**src/rtl/servo_pwm_driver_if.sv**
```systemverilog
// servo_pwm_driver_if
// Groups the servo driver's control inputs and status outputs into one bundle.
//   en          : output enable (low forces both PWM lines low)
//   x_val/y_val : pan/tilt targets, unsigned 0..2047
//   pwm_x/pwm_y : registered servo PWM outputs
//   frame_start : one-cycle strobe, high while the frame counter is 0
//   x_applied/y_applied : slew-limited values currently driving the PWM
// Modports: master drives the targets and enable, slave is the driver itself.
interface servo_pwm_driver_if;
  logic        en;
  logic [10:0] x_val;
  logic [10:0] y_val;
  logic        pwm_x;
  logic        pwm_y;
  logic        frame_start;
  logic [10:0] x_applied;
  logic [10:0] y_applied;

  modport master (
    output en, x_val, y_val,
    input  pwm_x, pwm_y, frame_start, x_applied, y_applied
  );

  modport slave (
    input  en, x_val, y_val,
    output pwm_x, pwm_y, frame_start, x_applied, y_applied
  );
endinterface

```
**src/rtl/servo_pwm_driver.sv**
```systemverilog
// servo_pwm_driver
// Converts two 11-bit steering values into hobby-servo PWM for pan (x) and
// tilt (y). Targets are sampled once per frame at the counter wrap, pass
// through a per-frame slew limiter, and are mapped linearly to a clamped
// pulse width.
// Ports:
//   clk : system clock
//   rst : synchronous, active-high reset
//   bus : servo_pwm_driver_if.slave (en, x_val, y_val in; pwm_x, pwm_y,
//         frame_start, x_applied, y_applied out)
// Handshake: none; targets are level inputs sampled only on the wrap edge
// (cnt == FRAME_CYCLES-1 -> 0). A value presented on that very edge is used.
module servo_pwm_driver #(
  parameter int FRAME_CYCLES = 2_000_000,
  parameter int MIN_PULSE    = 100_000,
  parameter int SCALE        = 49,
  parameter int MAX_PULSE    = 200_000,
  parameter int MAX_STEP     = 64,
  parameter int CENTER       = 1024
) (
  input logic               clk,
  input logic               rst,
  servo_pwm_driver_if.slave bus
);

  localparam int CW = $clog2(FRAME_CYCLES);
  localparam int SW = $clog2(SCALE + 1);
  localparam int PW = 11 + SW;
  localparam logic signed [11:0] STEP_S = 12'(MAX_STEP);
  localparam logic [10:0]        STEP_U = 11'(MAX_STEP);

  logic [CW-1:0] cnt_q, cnt_d;
  logic [10:0]   x_app_q, x_app_d;
  logic [10:0]   y_app_q, y_app_d;
  logic          pwm_x_q, pwm_x_d;
  logic          pwm_y_q, pwm_y_d;
  logic          fs_q, fs_d;
  logic          wrap;
  logic [31:0]   width_x, width_y;

  // Move cur toward tgt by at most MAX_STEP; the clamped step can never
  // overshoot the target, so the result stays inside 0..2047.
  function automatic logic [10:0] slew(input logic [10:0] tgt,
                                       input logic [10:0] cur);
    logic signed [11:0] diff;
    diff = $signed({1'b0, tgt}) - $signed({1'b0, cur});
    if (diff > STEP_S)       return cur + STEP_U;
    else if (diff < -STEP_S) return cur - STEP_U;
    else                     return tgt;
  endfunction

  // Full-precision product, then saturate at MAX_PULSE.
  function automatic logic [31:0] pulse_width(input logic [10:0] a);
    logic [PW-1:0] prod;
    logic [31:0]   w;
    prod = {{SW{1'b0}}, a} * PW'(SCALE);
    w    = 32'(MIN_PULSE) + 32'(prod);
    return (w > 32'(MAX_PULSE)) ? 32'(MAX_PULSE) : w;
  endfunction

  always_comb begin
    width_x = pulse_width(x_app_q);
    width_y = pulse_width(y_app_q);
  end

  always_comb begin
    wrap    = 1'b0;
    cnt_d   = cnt_q;
    x_app_d = x_app_q;
    y_app_d = y_app_q;
    pwm_x_d = 1'b0;
    pwm_y_d = 1'b0;
    fs_d    = 1'b0;

    wrap  = (cnt_q == CW'(FRAME_CYCLES - 1));
    cnt_d = wrap ? '0 : cnt_q + CW'(1);
    if (wrap) begin
      x_app_d = slew(bus.x_val, x_app_q);
      y_app_d = slew(bus.y_val, y_app_q);
    end
    // Registered compare against the current count: the pulse lags cnt by
    // one cycle and is high for exactly width cycles.
    pwm_x_d = bus.en && (32'(cnt_q) < width_x);
    pwm_y_d = bus.en && (32'(cnt_q) < width_y);
    // Registered wrap flag lines up with cnt == 0.
    fs_d    = wrap;
  end

  always_ff @(posedge clk) begin
    if (rst) begin
      cnt_q   <= '0;
      x_app_q <= 11'(CENTER);
      y_app_q <= 11'(CENTER);
      pwm_x_q <= 1'b0;
      pwm_y_q <= 1'b0;
      fs_q    <= 1'b0;
    end else begin
      cnt_q   <= cnt_d;
      x_app_q <= x_app_d;
      y_app_q <= y_app_d;
      pwm_x_q <= pwm_x_d;
      pwm_y_q <= pwm_y_d;
      fs_q    <= fs_d;
    end
  end

  assign bus.pwm_x       = pwm_x_q;
  assign bus.pwm_y       = pwm_y_q;
  assign bus.frame_start = fs_q;
  assign bus.x_applied   = x_app_q;
  assign bus.y_applied   = y_app_q;

endmodule

```
**src/flat_wrapper.sv**
```systemverilog
// flat-port wrapper written by rule: the top's interface ports become plain ports
module servo_pwm_driver_flat 
#(
  parameter int FRAME_CYCLES = 2_000_000,
  parameter int MIN_PULSE    = 100_000,
  parameter int SCALE        = 49,
  parameter int MAX_PULSE    = 200_000,
  parameter int MAX_STEP     = 64,
  parameter int CENTER       = 1024
)
  (clk, rst, bus_en, bus_x_val, bus_y_val, bus_pwm_x, bus_pwm_y, bus_frame_start, bus_x_applied, bus_y_applied);
  servo_pwm_driver_if bus_i ();
  input logic clk;
  input logic rst;
  input wire logic [$bits(bus_i.en)-1:0] bus_en;
  input wire logic [$bits(bus_i.x_val)-1:0] bus_x_val;
  input wire logic [$bits(bus_i.y_val)-1:0] bus_y_val;
  output wire logic [$bits(bus_i.pwm_x)-1:0] bus_pwm_x;
  output wire logic [$bits(bus_i.pwm_y)-1:0] bus_pwm_y;
  output wire logic [$bits(bus_i.frame_start)-1:0] bus_frame_start;
  output wire logic [$bits(bus_i.x_applied)-1:0] bus_x_applied;
  output wire logic [$bits(bus_i.y_applied)-1:0] bus_y_applied;
  assign bus_i.en = bus_en;
  assign bus_i.x_val = bus_x_val;
  assign bus_i.y_val = bus_y_val;
  assign bus_pwm_x = bus_i.pwm_x;
  assign bus_pwm_y = bus_i.pwm_y;
  assign bus_frame_start = bus_i.frame_start;
  assign bus_x_applied = bus_i.x_applied;
  assign bus_y_applied = bus_i.y_applied;
  servo_pwm_driver #(.FRAME_CYCLES(FRAME_CYCLES), .MIN_PULSE(MIN_PULSE), .SCALE(SCALE), .MAX_PULSE(MAX_PULSE), .MAX_STEP(MAX_STEP), .CENTER(CENTER)) u_core (.clk(clk), .rst(rst), .bus(bus_i));
endmodule
```
**config.mk**
```make
export PLATFORM = sky130hd
export DESIGN_NAME = servo_pwm_driver_flat
export DESIGN_NICKNAME = d
export VERILOG_FILES = /design/src/rtl/servo_pwm_driver_if.sv /design/src/rtl/servo_pwm_driver.sv /design/src/flat_wrapper.sv
export SDC_FILE = /design/constraint.sdc
export NUM_CORES = 1
export LEC_CHECK = 0
export ABC_AREA = 1
export CAP_MARGIN = 0
export CORE_AREA = 2 2 112 195
export CTS_BUF_LIST = sky130_fd_sc_hd__clkbuf_16
export DETAILED_ROUTE_END_ITERATION = 10
export DIE_AREA = 0 0 114 197
export HOLD_SLACK_MARGIN = 0.08
export RECOVER_POWER = 50
export SLEW_MARGIN = 20
export SYNTH_ARGS = -nofsm -noshare
export SYNTH_HDL_FRONTEND = slang
export SYNTH_SLANG_ARGS = --single-unit
```
**constraint.sdc**
```tcl
create_clock -name clk -period 8.3 [get_ports clk]
set_input_delay 2.49 -clock clk [delete_from_list [all_inputs] [get_ports clk]]
set_output_delay 2.49 -clock clk [all_outputs]
set_load 0.03 [all_outputs]
```
==> flow_summary.json <==
{
  "grt_antenna_before_repair": 0,
  "skew_ps": 10.8,
  "rrSetupSlack_ps": 2890,
  "yosysSeqAreaShare_pct": 12.8,
  "tns_ps": 0,
  "syn_inst": 1066,
  "drv_cap": 0,
  "drive_above_1_share_pct": 3.76,
  "area_growth_syn_to_layout_pct": 12.6,
  "synth.distinct_cells": 47,
  "min_period_ps": 5410,
  "leakagePower_uw": 0.00439,
  "start_util_pct": 34.5,
  "syn-num-nets": 1272,
  "clk_path_buf_depth": 2,
  "multi_input_area_mm2": 0.00560,
  "firstDrtPassIters": 5,
  "r2r-start": "u_core.bus.y_applied[6]$_SDFFE_PP0P_",
  "fin_crit_sh_pct": 65.1,
  "cts_resized": 0,
  "ys_warn_count": 0,
  "ctsRootBufferMaster": "clkbuf_16",
  "fin_cells": 1368,
  "grt_pass1_vias": 6856,
  "viasPerCell": 5.02,
  "cp_max_fo": 13,
  "port_buffers": 49,
  "cp_top_family": "adder cells",
  "grt-ovfl-total": 0,
  "critPathLaunchType": "flop",
  "io-pin-count": 50,
  "die_area_mm2": 0.0225,
  "slowest_delay_ps": 570,
  "hold_depth": 1,
  "arrival_ps": 5640,
  "reg2reg_to": "u_core.bus.pwm_y$_SDFF_PP0_",
  "cts_tree": "done",
  "power_uw": 534,
  "worst-path-stages": 27,
  "wirelength_um": 18700,
  "avgSynthCellArea_um2": 6.74,
  "grt_start_max_net_pins": 17,
  "synth_most_common_cell": "nand2_1",
  "cp_slowest_cell": "dfxtp_1",
  "hold_viol_final": 0,
  "synth_top_cell_area_share_pct": 29.4,
  "clkLatencyLatePin_ps": 310,
  "worstHoldEndpoint": "u_core.cnt_q[0]$_SDFF_PP0_",
  "run_status": "finished clean",
  "async_reset_ff_share_pct": 0,
  "synth_area_leaders": "ha_1, nand2_1, dfxtp_1, inv_1, nand3_1",
  "ys_seq_elements": 46,
  "dp.cells": 1360,
  "row_count": 70,
  "remaining_drc_errors": 0,
  "dr.first_iter.drc_count": 187,
  "h-tree-depth": 2,
  "post-dp-hpwl_um": 16200,
  "finalSetupViolCount": 0,
  "dpl-instance-area_mm2": 0.00795,
  "fill_cells": 2276,
  "gp_congestion": 0.860,
  "diodes": 0,
  "synth_top_cell_by_area": "ha_1",
  "worst-setup-path-type": "flop to flop",
  "synth_edf_count": 0,
  "cts_sinks": 46,
  "fmax_mhz": 185,
  "crit_path_end_kind": "flop",
  "via_count": 6865,
  "clk_pin_slew_ps": 70,
  "die_h_um": 197,
  "slew_viol_final": 0,
  "rsz0062_at_grt": "no",
  "hold_class": "flop to flop",
  "yosys_most_used_dff": "dfxtp_1",
  "post_drt_wl_per_cell_um": 13.7,
  "track_usage_pct": 17.2,
  "core_area_mm2": 0.0208,
  "post_cts_buffers": 0,
  "worstMarginPinSlew_ps": 1040,
  "worst_path_most_repeated_cell": "nand2_1",
  "crit_buf_inv": 5,
  "finalNetCount": 1321,
  "cts_buffers": 5,
  "worst-r2r-cell-count": 27,
  "ant_nets": 0,
  "relSlewSlack_pct": 30.1,
  "pre_cts_slack_ps": 2850,
  "postLayoutSetupSlackWorst_ps": 2890,
  "grt_pass1_wl_um": 31200,
  "final_area_mm2": 0.00809,
  "synth_common_cells": "nand2_1, ha_1, inv_1, nor2_1, nand3_1",
  "seq_area_um2": 921,
  "required_ps": 8530,
  "hp-start": "u_core.cnt_q[0]$_SDFF_PP0_",
  "peakVddDrop_mv": 0.0661,
  "hold_buffers": 0,
  "syn_area_mm2": 0.00718,
  "die_w_um": 114,
  "powerDensity_mw_per_mm2": 66.0
}
## routing by layer
| layer | vias up | share of wire [%] | GRT usage [%] |
|---|---|---|---|
| li1 | 3586 | - | - |
| met1 | 3143 | 36 | 15.7 |
| met2 | 96 | 59 | 36.4 |
| met3 | 40 | 1.4 | 1.01 |
| met4 | 0 | 4.2 | 8.36 |
| met5 | - | 0 | 0 |
## cells by family (layout without fill, tap and decap cells)
logic type	after synthesis	after routing	share of synthesized area (%)
xor gates and xnor gates	32	32	3.90
adders and majority gates	181	181	32.8
and+or+nand+nor	537	537	33.0
AOI/OAI and AO/OA	99	99	8.29
buffers and inverters	171	221	9.18
DFF	46	46	12.8
## per-stage QoR
stage	hold WS (ps)	utilization [%]
5_1_grt	549	38.8
2_1_floorplan	442	-
6_report	509	38.8
4_1_cts	515	38.8
3_5_place_dp	499	38.1
3_3_place_gp	493	38.1
## where the power goes
part	switching (uW)	leakage (uW)	total (uW)	internal, uW
Sequential	2.27	0.000372	225	222
Combinational	56.0	0.00395	96.0	40.0
Clock	102	0.0000730	213	111
Total	160	0.00439	534	373
## layout make-up
| cell class | count | share of cell area (%) |
|---|---|---|
| well taps | 252 | 3.90 |
| repair buffers | 50 | 6.11 |
| inverters | 163 | 7.57 |
| clock buffers | 5 | 1.55 |
| multi-input cells | 849 | 69.3 |
| clock inverters | 3 | 0.201 |
| flip-flops and latches | 46 | 11.4 |
## cells in the final DEF, fill, tap and decap left out, types with 3 or more instances in the layout
cell type	count
or2_2	6
nand2_2	8
inv_1	164
fa_1	12
nor2_1	99
nand4_1	16
ha_1	169
a21oi_1	50
xor2_1	23
a211oi_1	5
dlygate4sd3_1	14
nand2_1	283
nand3_2	3
nand3b_1	6
o211ai_1	3
o21ai_0	17
clkbuf_16	5
o21a_1	4
nor3_2	4
dfxtp_1	46
clkdlybuf4s50_1	35
nand3_1	75
a21o_1	3
nor3_1	25
xnor2_1	9
## how the worst max path moves through the flow
stage                                         startpoint                                   end  slack (ps)
floorplan           u_core.bus.x_applied[6]$_SDFFE_PP0P_           u_core.bus.pwm_x$_SDFF_PP0_        3600
detailed placement  u_core.bus.y_applied[6]$_SDFFE_PP0P_           u_core.bus.pwm_y$_SDFF_PP0_        2850
finish              u_core.bus.y_applied[6]$_SDFFE_PP0P_           u_core.bus.pwm_y$_SDFF_PP0_        2890
global placement                            bus_x_val[0]  u_core.bus.x_applied[4]$_SDFFE_PP0P_        2830
CTS                 u_core.bus.y_applied[6]$_SDFFE_PP0P_           u_core.bus.pwm_y$_SDFF_PP0_        2830
global route        u_core.bus.y_applied[6]$_SDFFE_PP0P_           u_core.bus.pwm_y$_SDFF_PP0_        2410
## worst reg2reg max path: cells and delay by family (launching register included)
family	cells	cell delay (ps)
adders and majority gates	6	1970
AOI/OAI and AO/OA	5	1060
and+or+nand+nor	11	1240
buffers and inverters	5	510
DFF	1	570
## sequential cells by signal, indices dropped and copies added, names as in the netlist
signal	count
u_core.bus.pwm_x	1
u_core.bus.y_applied	11
u_core.bus.x_applied	11
u_core.cnt_q	21
u_core.bus.frame_start	1
u_core.bus.pwm_y	1
Note: power is estimated with default switching activity, not from simulation.
